===== config.mk =====
export PLATFORM = sky130hd
export DESIGN_NAME = fifo_sync_ext_flat
export DESIGN_NICKNAME = d
export VERILOG_FILES = /design/src/rtl/fifo_sync_ext_pkg.sv /design/src/rtl/fifo_sync_ext_if.sv /design/src/rtl/fifo_sync_ext_wrap_ptr.sv /design/src/rtl/fifo_sync_ext.sv /design/src/flat_wrapper.sv
export SDC_FILE = /design/constraint.sdc
export NUM_CORES = 1
export LEC_CHECK = 0
export ABC_AREA = 1
export CAP_MARGIN = 20
export CORE_ASPECT_RATIO = 0.6
export CORE_MARGIN = 10
export CORE_UTILIZATION = 56
export CTS_BUF_LIST = sky130_fd_sc_hd__clkbuf_8
export DETAILED_ROUTE_END_ITERATION = 10
export GPL_TIMING_DRIVEN = 0
export PLACE_DENSITY = 0.78
export REMOVE_ABC_BUFFERS = 1
export SYNTH_ARGS = -nofsm -noshare
export SYNTH_HDL_FRONTEND = slang
export SYNTH_SLANG_ARGS = --single-unit

===== constraint.sdc =====
create_clock -name clk -period 1.77 [get_ports clk]
set_clock_uncertainty 0.05 [all_clocks]
set_input_delay 0.177 -clock clk [delete_from_list [all_inputs] [get_ports clk]]
set_output_delay 0.177 -clock clk [all_outputs]
set_load 0.005 [all_outputs]

===== src/rtl/fifo_sync_ext_pkg.sv =====
`default_nettype none
// ============================================================================
// Module   : fifo_sync_ext_pkg
// Brief    : Shared read-mode constants and operation encoding for the FIFO.
// Revision : 1.0
// ============================================================================
package fifo_sync_ext_pkg;

  localparam int c_FWFT_OFF = 0;
  localparam int c_FWFT_ON  = 1;

  // Encoded as {write accepted, read accepted}
  typedef enum logic [1:0] {
    OP_IDLE = 2'b00,
    OP_RD   = 2'b01,
    OP_WR   = 2'b10,
    OP_RDWR = 2'b11
  } fifo_op_e;

endpackage
`default_nettype wire


===== src/rtl/fifo_sync_ext_if.sv =====
`default_nettype none
// ============================================================================
// Module   : fifo_sync_ext_if
// Brief    : Write/read handshake and status bundle of the synchronous FIFO.
// Revision : 1.0
// ============================================================================
interface fifo_sync_ext_if #(
  parameter int DATA_WIDTH = 8,
  parameter int CNT_W      = 3
);
  logic                  flush;
  logic                  wr_en;
  logic [DATA_WIDTH-1:0] wr_data;
  logic                  wr_ready;
  logic                  rd_en;
  logic                  rd_val;
  logic [DATA_WIDTH-1:0] rd_data;
  logic [CNT_W-1:0]      count;
  logic                  almost_full;
  logic                  almost_empty;
  logic                  overflow;
  logic                  underflow;

  modport master (
    output flush, wr_en, wr_data, rd_en,
    input  wr_ready, rd_val, rd_data, count, almost_full, almost_empty, overflow, underflow
  );

  modport slave (
    input  flush, wr_en, wr_data, rd_en,
    output wr_ready, rd_val, rd_data, count, almost_full, almost_empty, overflow, underflow
  );
endinterface
`default_nettype wire


===== src/rtl/fifo_sync_ext_wrap_ptr.sv =====
`default_nettype none
// ============================================================================
// Module   : fifo_sync_ext_wrap_ptr
// Brief    : Ring pointer with increment enable, sync clear and explicit wrap.
// Revision : 1.0
// ============================================================================
module fifo_sync_ext_wrap_ptr
  import fifo_sync_ext_pkg::*;
#(
  parameter int DEPTH = 4,
  parameter int PTR_W = $clog2(DEPTH)
) (
  input  wire logic             clk,
  input  wire logic             reset_n,
  input  wire logic             i_clr,
  input  wire logic             i_inc,
  output logic      [PTR_W-1:0] o_ptr
);

  // Depth need not be a power of two, so the wrap point is compared explicitly
  localparam logic [PTR_W-1:0] c_LAST = PTR_W'(DEPTH - 1);

  logic [PTR_W-1:0] r_ptr;

  always_ff @(posedge clk) begin
    if (!reset_n) begin
      r_ptr <= '0;
    end else if (i_clr) begin
      r_ptr <= '0;
    end else if (i_inc) begin
      r_ptr <= (r_ptr == c_LAST) ? '0 : r_ptr + 1'b1;
    end
  end

  assign o_ptr = r_ptr;

endmodule
`default_nettype wire


===== src/rtl/fifo_sync_ext.sv =====
`default_nettype none
// ============================================================================
// Module   : fifo_sync_ext
// Brief    : Single-clock FIFO with concurrent read/write, any depth, selectable
//            registered or show-ahead read, occupancy, level and sticky flags.
// Revision : 1.0
// ============================================================================
module fifo_sync_ext
  import fifo_sync_ext_pkg::*;
#(
  parameter int DATA_WIDTH = 8,
  parameter int FIFO_DEPTH = 4,
  parameter int FWFT       = c_FWFT_OFF,
  parameter int AF_LEVEL   = FIFO_DEPTH - 1,
  parameter int AE_LEVEL   = 1,
  parameter int CNT_W      = $clog2(FIFO_DEPTH + 1)
) (
  input wire logic          clk,
  input wire logic          reset_n,
  fifo_sync_ext_if.slave    bus
);

  localparam int c_PTR_W = $clog2(FIFO_DEPTH);

  if (FIFO_DEPTH < 2) begin : g_bad_depth
    $error("fifo_sync_ext: FIFO_DEPTH must be at least 2");
  end
  if ((AF_LEVEL < 1) || (AF_LEVEL > FIFO_DEPTH)) begin : g_bad_af
    $error("fifo_sync_ext: AF_LEVEL must lie in 1..FIFO_DEPTH");
  end
  if ((AE_LEVEL < 0) || (AE_LEVEL > FIFO_DEPTH - 1)) begin : g_bad_ae
    $error("fifo_sync_ext: AE_LEVEL must lie in 0..FIFO_DEPTH-1");
  end

  logic [DATA_WIDTH-1:0] r_mem [FIFO_DEPTH];
  logic [CNT_W-1:0]      r_count;
  logic                  r_overflow;
  logic                  r_underflow;
  logic [c_PTR_W-1:0]    w_head;
  logic [c_PTR_W-1:0]    w_tail;
  logic                  w_wr_ready;
  logic                  w_rd_val;
  logic                  w_wr_acc;
  logic                  w_rd_acc;
  fifo_op_e              w_op;

  // Handshake status comes from the count alone, never from same-cycle requests
  assign w_wr_ready = (r_count < CNT_W'(FIFO_DEPTH));
  assign w_rd_val   = (r_count != '0);
  assign w_wr_acc   = reset_n & ~bus.flush & bus.wr_en & w_wr_ready;
  assign w_rd_acc   = reset_n & ~bus.flush & bus.rd_en & w_rd_val;
  assign w_op       = fifo_op_e'({w_wr_acc, w_rd_acc});

  fifo_sync_ext_wrap_ptr #(
    .DEPTH (FIFO_DEPTH)
  ) u_head_ptr (
    .clk     (clk),
    .reset_n (reset_n),
    .i_clr   (bus.flush),
    .i_inc   (w_rd_acc),
    .o_ptr   (w_head)
  );

  fifo_sync_ext_wrap_ptr #(
    .DEPTH (FIFO_DEPTH)
  ) u_tail_ptr (
    .clk     (clk),
    .reset_n (reset_n),
    .i_clr   (bus.flush),
    .i_inc   (w_wr_acc),
    .o_ptr   (w_tail)
  );

  always_ff @(posedge clk) begin
    if (w_wr_acc) begin
      r_mem[w_tail] <= bus.wr_data;
    end
  end

  always_ff @(posedge clk) begin
    if (!reset_n) begin
      r_count <= '0;
    end else if (bus.flush) begin
      r_count <= '0;
    end else begin
      case (w_op)
        OP_WR:   r_count <= r_count + CNT_W'(1);
        OP_RD:   r_count <= r_count - CNT_W'(1);
        default: r_count <= r_count;
      endcase
    end
  end

  always_ff @(posedge clk) begin
    if (!reset_n) begin
      r_overflow  <= 1'b0;
      r_underflow <= 1'b0;
    end else if (bus.flush) begin
      r_overflow  <= 1'b0;
      r_underflow <= 1'b0;
    end else begin
      if (bus.wr_en && !w_wr_ready) begin
        r_overflow <= 1'b1;
      end
      if (bus.rd_en && !w_rd_val) begin
        r_underflow <= 1'b1;
      end
    end
  end

  if (FWFT == c_FWFT_OFF) begin : g_registered_read
    logic [DATA_WIDTH-1:0] r_rd_data;

    // Flush leaves the last delivered word in place
    always_ff @(posedge clk) begin
      if (!reset_n) begin
        r_rd_data <= '0;
      end else if (w_rd_acc) begin
        r_rd_data <= r_mem[w_head];
      end
    end

    assign bus.rd_data = r_rd_data;
  end else begin : g_show_ahead_read
    assign bus.rd_data = w_rd_val ? r_mem[w_head] : '0;
  end

  assign bus.wr_ready     = w_wr_ready;
  assign bus.rd_val       = w_rd_val;
  assign bus.count        = r_count;
  assign bus.almost_full  = (r_count >= CNT_W'(AF_LEVEL));
  assign bus.almost_empty = (r_count <= CNT_W'(AE_LEVEL));
  assign bus.overflow     = r_overflow;
  assign bus.underflow    = r_underflow;

endmodule
`default_nettype wire


===== src/flat_wrapper.sv =====
// flat-port wrapper written by rule: the top's interface ports become plain ports
module fifo_sync_ext_flat import fifo_sync_ext_pkg::*;
#(
  parameter int DATA_WIDTH = 8,
  parameter int FIFO_DEPTH = 4,
  parameter int FWFT       = c_FWFT_OFF,
  parameter int AF_LEVEL   = FIFO_DEPTH - 1,
  parameter int AE_LEVEL   = 1,
  parameter int CNT_W      = $clog2(FIFO_DEPTH + 1)
)
  (clk, reset_n, bus_flush, bus_wr_en, bus_wr_data, bus_rd_en, bus_wr_ready, bus_rd_val, bus_rd_data, bus_count, bus_almost_full, bus_almost_empty, bus_overflow, bus_underflow);
  fifo_sync_ext_if #(.DATA_WIDTH(DATA_WIDTH), .CNT_W(CNT_W)) bus_i ();
  input wire logic clk;
  input wire logic reset_n;
  input wire logic [$bits(bus_i.flush)-1:0] bus_flush;
  input wire logic [$bits(bus_i.wr_en)-1:0] bus_wr_en;
  input wire logic [$bits(bus_i.wr_data)-1:0] bus_wr_data;
  input wire logic [$bits(bus_i.rd_en)-1:0] bus_rd_en;
  output wire logic [$bits(bus_i.wr_ready)-1:0] bus_wr_ready;
  output wire logic [$bits(bus_i.rd_val)-1:0] bus_rd_val;
  output wire logic [$bits(bus_i.rd_data)-1:0] bus_rd_data;
  output wire logic [$bits(bus_i.count)-1:0] bus_count;
  output wire logic [$bits(bus_i.almost_full)-1:0] bus_almost_full;
  output wire logic [$bits(bus_i.almost_empty)-1:0] bus_almost_empty;
  output wire logic [$bits(bus_i.overflow)-1:0] bus_overflow;
  output wire logic [$bits(bus_i.underflow)-1:0] bus_underflow;
  assign bus_i.flush = bus_flush;
  assign bus_i.wr_en = bus_wr_en;
  assign bus_i.wr_data = bus_wr_data;
  assign bus_i.rd_en = bus_rd_en;
  assign bus_wr_ready = bus_i.wr_ready;
  assign bus_rd_val = bus_i.rd_val;
  assign bus_rd_data = bus_i.rd_data;
  assign bus_count = bus_i.count;
  assign bus_almost_full = bus_i.almost_full;
  assign bus_almost_empty = bus_i.almost_empty;
  assign bus_overflow = bus_i.overflow;
  assign bus_underflow = bus_i.underflow;
  fifo_sync_ext #(.DATA_WIDTH(DATA_WIDTH), .FIFO_DEPTH(FIFO_DEPTH), .FWFT(FWFT), .AF_LEVEL(AF_LEVEL), .AE_LEVEL(AE_LEVEL), .CNT_W(CNT_W)) u_core (.clk(clk), .reset_n(reset_n), .bus(bus_i));
endmodule

==> results.yml <==
run_status:
  outcome: "finished, final reports clean"
routing:
  dr_total_vias: 1508
  routed_wirelength_um: 4210
  drtIter0Drc: 77
  viasPerCell: 4.98
  wl_per_cell_um: 13.9
  ant_nets: 0
  route.detailed.drc: 0
  drtPass1Iterations: 4
placement:
  port_buffers: 29
  place_area_mm2: 0.00250
  dp_hpwl_um: 2940
  gp_congestion: 0.764
  place_ws_ns: -0.591
die:
  dieArea_mm2: 0.00694
  dieHeight_um: 68.7
  initial_utilization_pct: 59.0
  num_rows: 17
  io_pins: 30
  die_w_um: 101
  core_area_mm2: 0.00374
final_layout:
  drive_gt1_share_pct: 13.7
  area_growth_pct: 19.3
  antennaDiodeCount: 0
  utilization_pct: 70.4
  fin_area_mm2: 0.00264
  final_nets: 279
timing:
  setup_tns_ns: 0
  fmax_ghz: 0.605
  slew-limit-headroom_pct: 50.0
  setup_violations: 0
  report.final.hold_viol_count: 0
  rsz0062_at_grt: "false"
  min_period_ns: 1.65
  finalMaxSlewViolations: 0
  tightest_slew_ns: 0.748
  setup_ws_ns: 0.117
  period_share_pct: 93.4
yosys:
  ys_async_sr_fraction_pct: 0
  synth_edf_count: 32
  synth.top_cells.by_area: "edfxtp_1, dfxtp_1, nand2_1"
  synth_largest_area_cell: "edfxtp_1"
  ys_ff_latch: 49
  synth_seq_area_share_pct: 58.9
  syn_inst: 223
  synth_area_per_cell_um2: 9.91
  yosysWarningCount: 0
  synth_cell_type_count: 23
  yosysTopAreaCellShare_pct: 43.5
  synthFlopType: "edfxtp_1"
  syn-cell-area_mm2: 0.00221
setup_path:
  path_class: "flip-flop to output port"
  cp_slowest_cell: "dfxtp_4"
  max_stage_delay_ns: 0.37
  crit_path_max_fanout: 4
  start_kind: "flip-flop"
  worstPathCellList: "ha_1 > ha_1 > nor2_1 > o21ai_1 > dlygate4sd2_1"
  critPathTopFamily: "flip-flops"
  cp.required_ns: 1.54
  reg2reg_from: "u_core.bus.count[1]"
  cp_common_cell: "ha_1"
  path_buf_inv: 1
  end_kind: "output port"
  crit_start: "u_core.bus.count[0]"
  cp.arrival_ns: 1.43
clock_network:
  clock_sinks: 49
  clockBufferDepth: 2
  cts-hold-fix-buffers: 0
  clkLatencyLatePin_ns: 0.30
  cts.clk_slew.worst_paths_ns: 0.09
  cts_tree: "done"
  htree_levels: 2
  root_buffer: "clkbuf_8"
  cts_buffers: 5
global_route:
  grtUsageTotal_pct: 12.4
  antenna_found_initial: 0
  grt_pass1_wl_um: 6670
  grt_max_degree: 21
  grt_pass1_vias: 1380
  overflow: 0
power_and_ir_drop:
  power.density_mw_per_mm2: 767
  power.leakage_nw: 1.14
  peakVddDrop_mv: 0.535
worst_hold_path:
  worstHoldStart: "u_core.bus.underflow"
  hold_path_class: "flip-flop to flip-flop"
job:
  cap_violations: 0
worst min-delay path: cells and delay by family, from the launching register on:
family	cells	cell delay [ns]
and+or+nand+nor	1	0.05
DFF	1	0.32
AOI/OAI and AO/OA	1	0.05
flip-flops by register name, summed over array words and instances, names as in the netlist:
signal	cells
u_core.bus.rd_data	8
u_core.u_tail_ptr.o_ptr	2
u_core.bus.underflow	1
u_core.u_head_ptr.o_ptr	2
u_core.bus.overflow	1
u_core.r_mem	32
u_core.bus.count	3
layout make-up:
| type | count | area (µm²) |
|---|---|---|
| repair buffers | 31 | 304 |
| inverters | 29 | 114 |
| well taps | 47 | 58.8 |
| multi-input cells | 139 | 762 |
| flip-flops and latches | 49 | 1310 |
| fillers | 307 | 1110 |
| clock buffers | 5 | 68.8 |
| clock inverters | 3 | 17.5 |
what timing repair did:
| action | in CTS | in global routing |
|---|---|---|
| setup endpoints to repair | 38 | 5 |
| gates cloned | 0 | 0 |
| setup buffers | 1 | 1 |
| endpoints found under the hold margin | 0 | 0 |
| gates resized for setup | 14 | 5 |
logic make-up (layout without fill, tap and decap cells):
| logic type | after synthesis | count (layout) | synth area share, % |
|---|---|---|---|
| AND/OR/NAND/NOR | 115 | 115 | 24.0 |
| flip-flops | 49 | 49 | 58.9 |
| buffers and inverters | 35 | 68 | 7.76 |
| AO/OA/AOI/OAI | 12 | 12 | 2.72 |
| adder cells (fa/ha/maj) | 11 | 11 | 6.23 |
| XOR/XNOR | 1 | 1 | 0.396 |
cell usage after synthesis (2+ instances only):
cell type	number
nor2_1	9
dfxtp_1	17
nand2_1	70
ha_1	11
o21ai_1	3
inv_4	2
buf_6	4
a21oi_1	8
nand2_4	2
inv_1	23
edfxtp_1	32
inv_2	4
nand3_1	28
where the power goes:
group          switching [mW]  total (mW)  internal (mW)  leakage (nW)
Sequential             0.0114        1.24           1.23         0.429
Combinational          0.0776       0.146         0.0684         0.665
Clock                   0.362       0.635          0.274        0.0455
stage by stage:
stage,cells,power (mW),hold WS [ns]
global route,303,2.10,0.442
global placement,293,1.41,0.392
floorplan,217,1.33,0.226
CTS,302,2.03,0.408
detailed placement,293,1.41,0.394
finish,303,2.02,0.404
layout by cell type (no fill, tap or decap):
master / count
nor2_2: 5
inv_1: 20
nand3_1: 28
ha_2: 1
xnor2_1: 1
clkdlybuf4s50_1: 25
edfxtp_1: 32
clkinv_1: 1
nand2_1: 70
nand2_2: 1
clkinv_4: 1
clkinv_2: 1
dlygate4sd2_1: 3
dfxtp_1: 14
ha_4: 1
dfxtp_2: 1
nand2_4: 2
dlymetal6s2s_1: 1
o21ai_1: 4
clkbuf_8: 5
nor2_4: 1
ha_1: 9
dfxtp_4: 2
buf_4: 2
nor2_1: 5
nand3_4: 1
nand3_2: 1
inv_4: 2
nor2_8: 1
inv_2: 7
a21oi_1: 8
routing by layer:
layer | track usage (%) | vias to the layer above | part of all wire, %
met4 | 3.11 | 0 | 0.19
met5 | 0 | - | 0
li1 | - | 791 | -
met3 | 5.26 | 2 | 9.2
met1 | 16.4 | 667 | 47
met2 | 18.4 | 48 | 43
final timing paths:
check / to / slack [ns] / depth (start not counted)
setup / recovery: bus_almost_full / 0.12 / 5
hold reg to reg: u_core.bus.underflow / 0.40 / 2
setup reg to reg: u_core.bus.count[0] / 0.13 / 9
hold / removal: u_core.bus.underflow / 0.40 / 2
Note: power is estimated with default switching activity, not from simulation.
